`src/rtl/pipe_hazard_ctrl.sv`:
```
// Hazard/forwarding controller for F-D-E-M-WB: scoreboard of in-flight destinations,
// load-use stall, branch flush, mem_busy freeze. Optional counters under HZD_STATS_EN.
module pipe_hazard_ctrl #(
  parameter int  DATA_W    = 32,
  parameter int  REG_AW    = 5,
  parameter int  FWD_DEPTH = 2,
  localparam int SEL_W     = $clog2(FWD_DEPTH + 1)
) (
  input  logic                          clk,
  input  logic                          rst,
  input  logic                          id_valid,
  input  logic [REG_AW-1:0]             id_rs1,
  input  logic [REG_AW-1:0]             id_rs2,
  input  logic [REG_AW-1:0]             id_rd,
  input  logic                          id_we,
  input  logic                          id_is_load,
  input  logic                          ex_branch_taken,
  input  logic                          mem_busy,
  input  logic [DATA_W-1:0]             ex_rd1,
  input  logic [DATA_W-1:0]             ex_rd2,
  input  logic [FWD_DEPTH*DATA_W-1:0]   fwd_data,
  output logic [DATA_W-1:0]             src_a,
  output logic [DATA_W-1:0]             src_b,
  output logic [SEL_W-1:0]              fwd_a_sel,
  output logic [SEL_W-1:0]              fwd_b_sel,
  output logic                          stall_f,
  output logic                          stall_d,
  output logic                          flush_d,
  output logic                          flush_e,
  output logic [15:0]                   stat_stall,
  output logic [15:0]                   stat_flush
);

  logic              v_r   [0:FWD_DEPTH];
  logic [REG_AW-1:0] rd_r  [0:FWD_DEPTH];
  logic              we_r  [0:FWD_DEPTH];
  logic              ld_r  [0:FWD_DEPTH];
  logic [REG_AW-1:0] rs1_r;
  logic [REG_AW-1:0] rs2_r;

  logic lu_stall_s;
  logic issue_s;

  // Load in EX feeding the Decode instruction; rd!=0 also excludes rs==0 matches
  always_comb begin
    lu_stall_s = id_valid & v_r[0] & ld_r[0] & we_r[0] & (rd_r[0] != {REG_AW{1'b0}}) &
                 ((rd_r[0] == id_rs1) | (rd_r[0] == id_rs2));
    issue_s    = id_valid & ~lu_stall_s & ~ex_branch_taken;
  end

  // Pipeline control; a frozen pipe never flushes or bubbles
  always_comb begin
    stall_f = (lu_stall_s & ~ex_branch_taken) | mem_busy;
    stall_d = (lu_stall_s & ~ex_branch_taken) | mem_busy;
    flush_d = ex_branch_taken & ~mem_busy;
    flush_e = (ex_branch_taken & ~mem_busy) | (lu_stall_s & ~mem_busy);
  end

  // Operand select: scan oldest to youngest so the youngest matching stage wins
  always_comb begin
    fwd_a_sel = {SEL_W{1'b0}};
    fwd_b_sel = {SEL_W{1'b0}};
    for (int k = FWD_DEPTH; k >= 1; k--) begin
      fwd_a_sel = (v_r[k] && we_r[k] && (rd_r[k] == rs1_r) && (rs1_r != {REG_AW{1'b0}}))
                  ? SEL_W'(k) : fwd_a_sel;
      fwd_b_sel = (v_r[k] && we_r[k] && (rd_r[k] == rs2_r) && (rs2_r != {REG_AW{1'b0}}))
                  ? SEL_W'(k) : fwd_b_sel;
    end
  end

  // Operand mux from RF or the selected downstream stage
  always_comb begin
    src_a = ex_rd1;
    src_b = ex_rd2;
    for (int k = 1; k <= FWD_DEPTH; k++) begin
      src_a = (fwd_a_sel == SEL_W'(k)) ? fwd_data[k*DATA_W-1 -: DATA_W] : src_a;
      src_b = (fwd_b_sel == SEL_W'(k)) ? fwd_data[k*DATA_W-1 -: DATA_W] : src_b;
    end
  end

  // Scoreboard shift; holds completely while memory is busy
  always_ff @(posedge clk) begin
    if (!rst) begin
      for (int k = 0; k <= FWD_DEPTH; k++) begin
        v_r[k]  <= 1'b0;
        rd_r[k] <= {REG_AW{1'b0}};
        we_r[k] <= 1'b0;
        ld_r[k] <= 1'b0;
      end
      rs1_r <= {REG_AW{1'b0}};
      rs2_r <= {REG_AW{1'b0}};
    end else if (!mem_busy) begin
      for (int k = FWD_DEPTH; k >= 1; k--) begin
        v_r[k]  <= v_r[k-1];
        rd_r[k] <= rd_r[k-1];
        we_r[k] <= we_r[k-1];
        ld_r[k] <= ld_r[k-1];
      end
      v_r[0]  <= issue_s;
      rd_r[0] <= issue_s ? id_rd  : {REG_AW{1'b0}};
      we_r[0] <= issue_s ? id_we  : 1'b0;
      ld_r[0] <= issue_s ? id_is_load : 1'b0;
      rs1_r   <= issue_s ? id_rs1 : {REG_AW{1'b0}};
      rs2_r   <= issue_s ? id_rs2 : {REG_AW{1'b0}};
    end
  end

`ifdef HZD_STATS_EN
  logic [15:0] stat_stall_r;
  logic [15:0] stat_flush_r;

  // Saturating event counters
  always_ff @(posedge clk) begin
    if (!rst) begin
      stat_stall_r <= 16'h0000;
      stat_flush_r <= 16'h0000;
    end else begin
      if (stall_d && (stat_stall_r != 16'hFFFF)) stat_stall_r <= stat_stall_r + 16'h0001;
      if (flush_d && (stat_flush_r != 16'hFFFF)) stat_flush_r <= stat_flush_r + 16'h0001;
    end
  end

  assign stat_stall = stat_stall_r;
  assign stat_flush = stat_flush_r;
`else
  assign stat_stall = 16'h0000;
  assign stat_flush = 16'h0000;
`endif

endmodule

```
`config.mk`:
```
export PLATFORM = sky130hd
export DESIGN_NAME = pipe_hazard_ctrl
export DESIGN_NICKNAME = d
export VERILOG_FILES = /design/src/rtl/pipe_hazard_ctrl.sv
export SDC_FILE = /design/constraint.sdc
export NUM_CORES = 1
export LEC_CHECK = 0
export CAP_MARGIN = 15
export CORE_AREA = 2 2 97 99
export CTS_CLUSTER_SIZE = 10
export DETAILED_ROUTE_END_ITERATION = 10
export DIE_AREA = 0 0 99 101
export DONT_BUFFER_PORTS = 1
export PLACE_DENSITY = 0.6
export SLEW_MARGIN = 20
export SYNTH_ARGS = -nofsm -noshare
export SYNTH_HDL_FRONTEND = slang
export SYNTH_SLANG_ARGS = --single-unit
```
`constraint.sdc`:
```
create_clock -name clk -period 7.2 [get_ports clk]
set_input_delay 1.44 -clock clk [delete_from_list [all_inputs] [get_ports clk]]
set_output_delay 1.44 -clock clk [all_outputs]
set_load 0.005 [all_outputs]
```
==> results.toml <==
[yosys]
synth-compound-area-share_pct = 17.3
yosysWarnings = 0
synth_edf_count = 22
synthXorXnorAreaFrac_pct = 7.74
synth_largest_area_cell = "edfxtp_1"
synth_top_cells_by_area = "edfxtp_1 21%, mux2i_1 10%, nand2_1 8.4%"
synth-adder-area-share_pct = 0
dominantRegCellSynth = "edfxtp_1"
seq_area_frac_synth_pct = 27.2
muxShareOfSynthArea_pct = 10.1
yosysUniqueCellTypes = 34
synth-simple-area-share_pct = 24.8
synth_cells = 419
synth_top_area_share_pct = 20.9
synth_top_family_by_area = "simple AND/OR/NAND/NOR gates"
syn_area_um2 = 3170
ys_ff_latch = 32
syn_area_per_cell_um2 = 7.56
ys_async_sr_fraction_pct = 0

[routing]
first_iter_violations = 123
first_pass_iters = 5
drt_wl_total_mm = 10.5
antenna_left = 0
post_drt_wl_per_cell_um = 20.5
dr_total_vias = 2828
drc = 0
viasPerCell = 5.50

[timing]
hold_viol_final = 0
fin_tns_setup_ps = 0
slew_headroom_pct = 28.7
whs_ps = 556
setup_violations = 0
max_clock_freq_mhz = 234
clock_skew_ps = 3.38
fin_crit_ps = 4270
rsz0062_at_grt = "no"
slew_violations = 0
tightest_slew_ps = 1070
finalCritPeriodShare_pct = 59.3

[outcome]
status = "finished, final reports clean"

[critical_path]
critPathArrivalTime_ps = 2830
critPathLaunchType = "flop"
path_class = "flop to output pin"
worst_ep_required_time_ps = 5760
ff2ff_setup_slack_ps = 5010
worstPathMaxFanout = 38
r2r_cells = 4
crit_path_end_kind = "output pin"

[clocking]
cts_hold_buf = 0
cts_htree_levels = 2
numClockSinks = 32
clockRootBuffer = "clkbuf_8"
clk_pin_slew_ps = 60
clk-insertion-delay-late_ps = 280
cts_tree = "done"
post_cts_resized = 0
postCtsSetupRepairBufs = 0
cts_buffer_depth = 2
numCtsBuffers = 5

[pwr]
irDropWorstVdd_uv = 133
power_density_nw_per_um2 = 134
p_leak_nw = 1.24

[floorplan]
fp-row-count = 35
start_util_pct = 35.3
die_w_um = 99
die_y_um = 101
core_um2 = 8980
pin_count = 254
dieArea_um2 = 10000

[final_layout]
drive_gt1_share_pct = 6.95
areaGrowthSynthToFinish_pct = 0.277
diodes = 0
nets = 552
stdcell_area_um2 = 3180
final_common_cell = "nand2_1"
final_cell_mix = "71 x nand2_1, 69 x nor2_1, 32 x a31oi_1, 32 x mux2i_1, 32 x conb_1"
utilization_pct = 35.4

[grt]
grt_pass1_wl_mm = 14.7
track_usage_pct = 19.0
overflow = 0
grt_pass1_vias = 2542
grt_max_degree = 66
antenna_found_initial = 0

[worst_hold_path]
hold_depth = 1
hold_class = "flop to flop"

[placed_design]
dpl-instance-area_um2 = 3070
dp.final_hpwl_mm = 8.51
place.gp.congestion = 0.952
port_buffers = 0

[run]
drv_cap = 0
-- routing by layer --
layer  part of all wire [%]  global-route usage (%)
met5                      0                       0
met4                    1.4                    3.90
met3                     13                    7.07
met2                     47                    29.1
met1                     39                    25.7
-- final cells by class --
| cell class | instances | area [um^2] |
|---|---|---|
| fill | 960 | 5800 |
| multi-input combinational | 353 | 2020 |
| sequential | 32 | 861 |
| tap | 111 | 139 |
| clock buffer | 6 | 82.6 |
| timing repair buffer | 5 | 41.3 |
| inverter | 5 | 18.8 |
| clock inverter | 2 | 10.0 |
-- final timing paths --
kind / start / to
worst max-delay path: rs1_r[0] / src_a[0]
worst min-delay path: v_r[0][1] / v_r[0][2]
worst max register to register: rd_r[0][0] / rd_r[0][3]
worst min register to register: v_r[0][1] / v_r[0][2]
-- worst max-delay path: stages, from the launching register on --
cell and delay, ps:
dfxtp_1 350, or4_1 520, nor2_1 250, or4_2 590
buf_4 460, nor2_1 80, a21oi_1 270
-- power breakdown --
group | switching (W) | internal [W]
combinational | 0.0000414 | 0.0000302
sequential | 0.00000883 | 0.000206
clock | 0.0000637 | 0.0000761
total | 0.000114 | 0.000313
-- metrics by stage --
stage | setup WS, ps | power, W | std cells
finish | 2930 | 0.000427 | 514
global route | 2770 | 0.000448 | 514
CTS | 2620 | 0.000431 | 513
detailed placement | 2980 | 0.000291 | 505
global placement | 3050 | 0.000289 | 505
floorplan | 3480 | 0.000288 | 450
-- registers in the layout (all words and copies together), names as in the netlist --
register / count
rd_r: 15
rs1_r: 5
rs2_r: 5
v_r: 3
we_r: 3
ld_r: 1
-- cell usage after synthesis, drive strengths merged, types with 7 or more instances --
library cell	instances
nor2	69
mux2i	32
buf	47
nand2	71
a31oi	32
a22o	10
clkbuf	13
dfxtp	10
xnor2	21
xor2	7
a21oi	34
edfxtp	22
and2	25
-- cell families after synthesis --
group / count (synthesis)
muxes: 32
buffers and inverters: 65
other: 1
and+or+nand+nor: 179
AOI/OAI and AO/OA: 82
xor gates and xnor gates: 28
DFF: 32
Power figures use the tool's default switching activity.
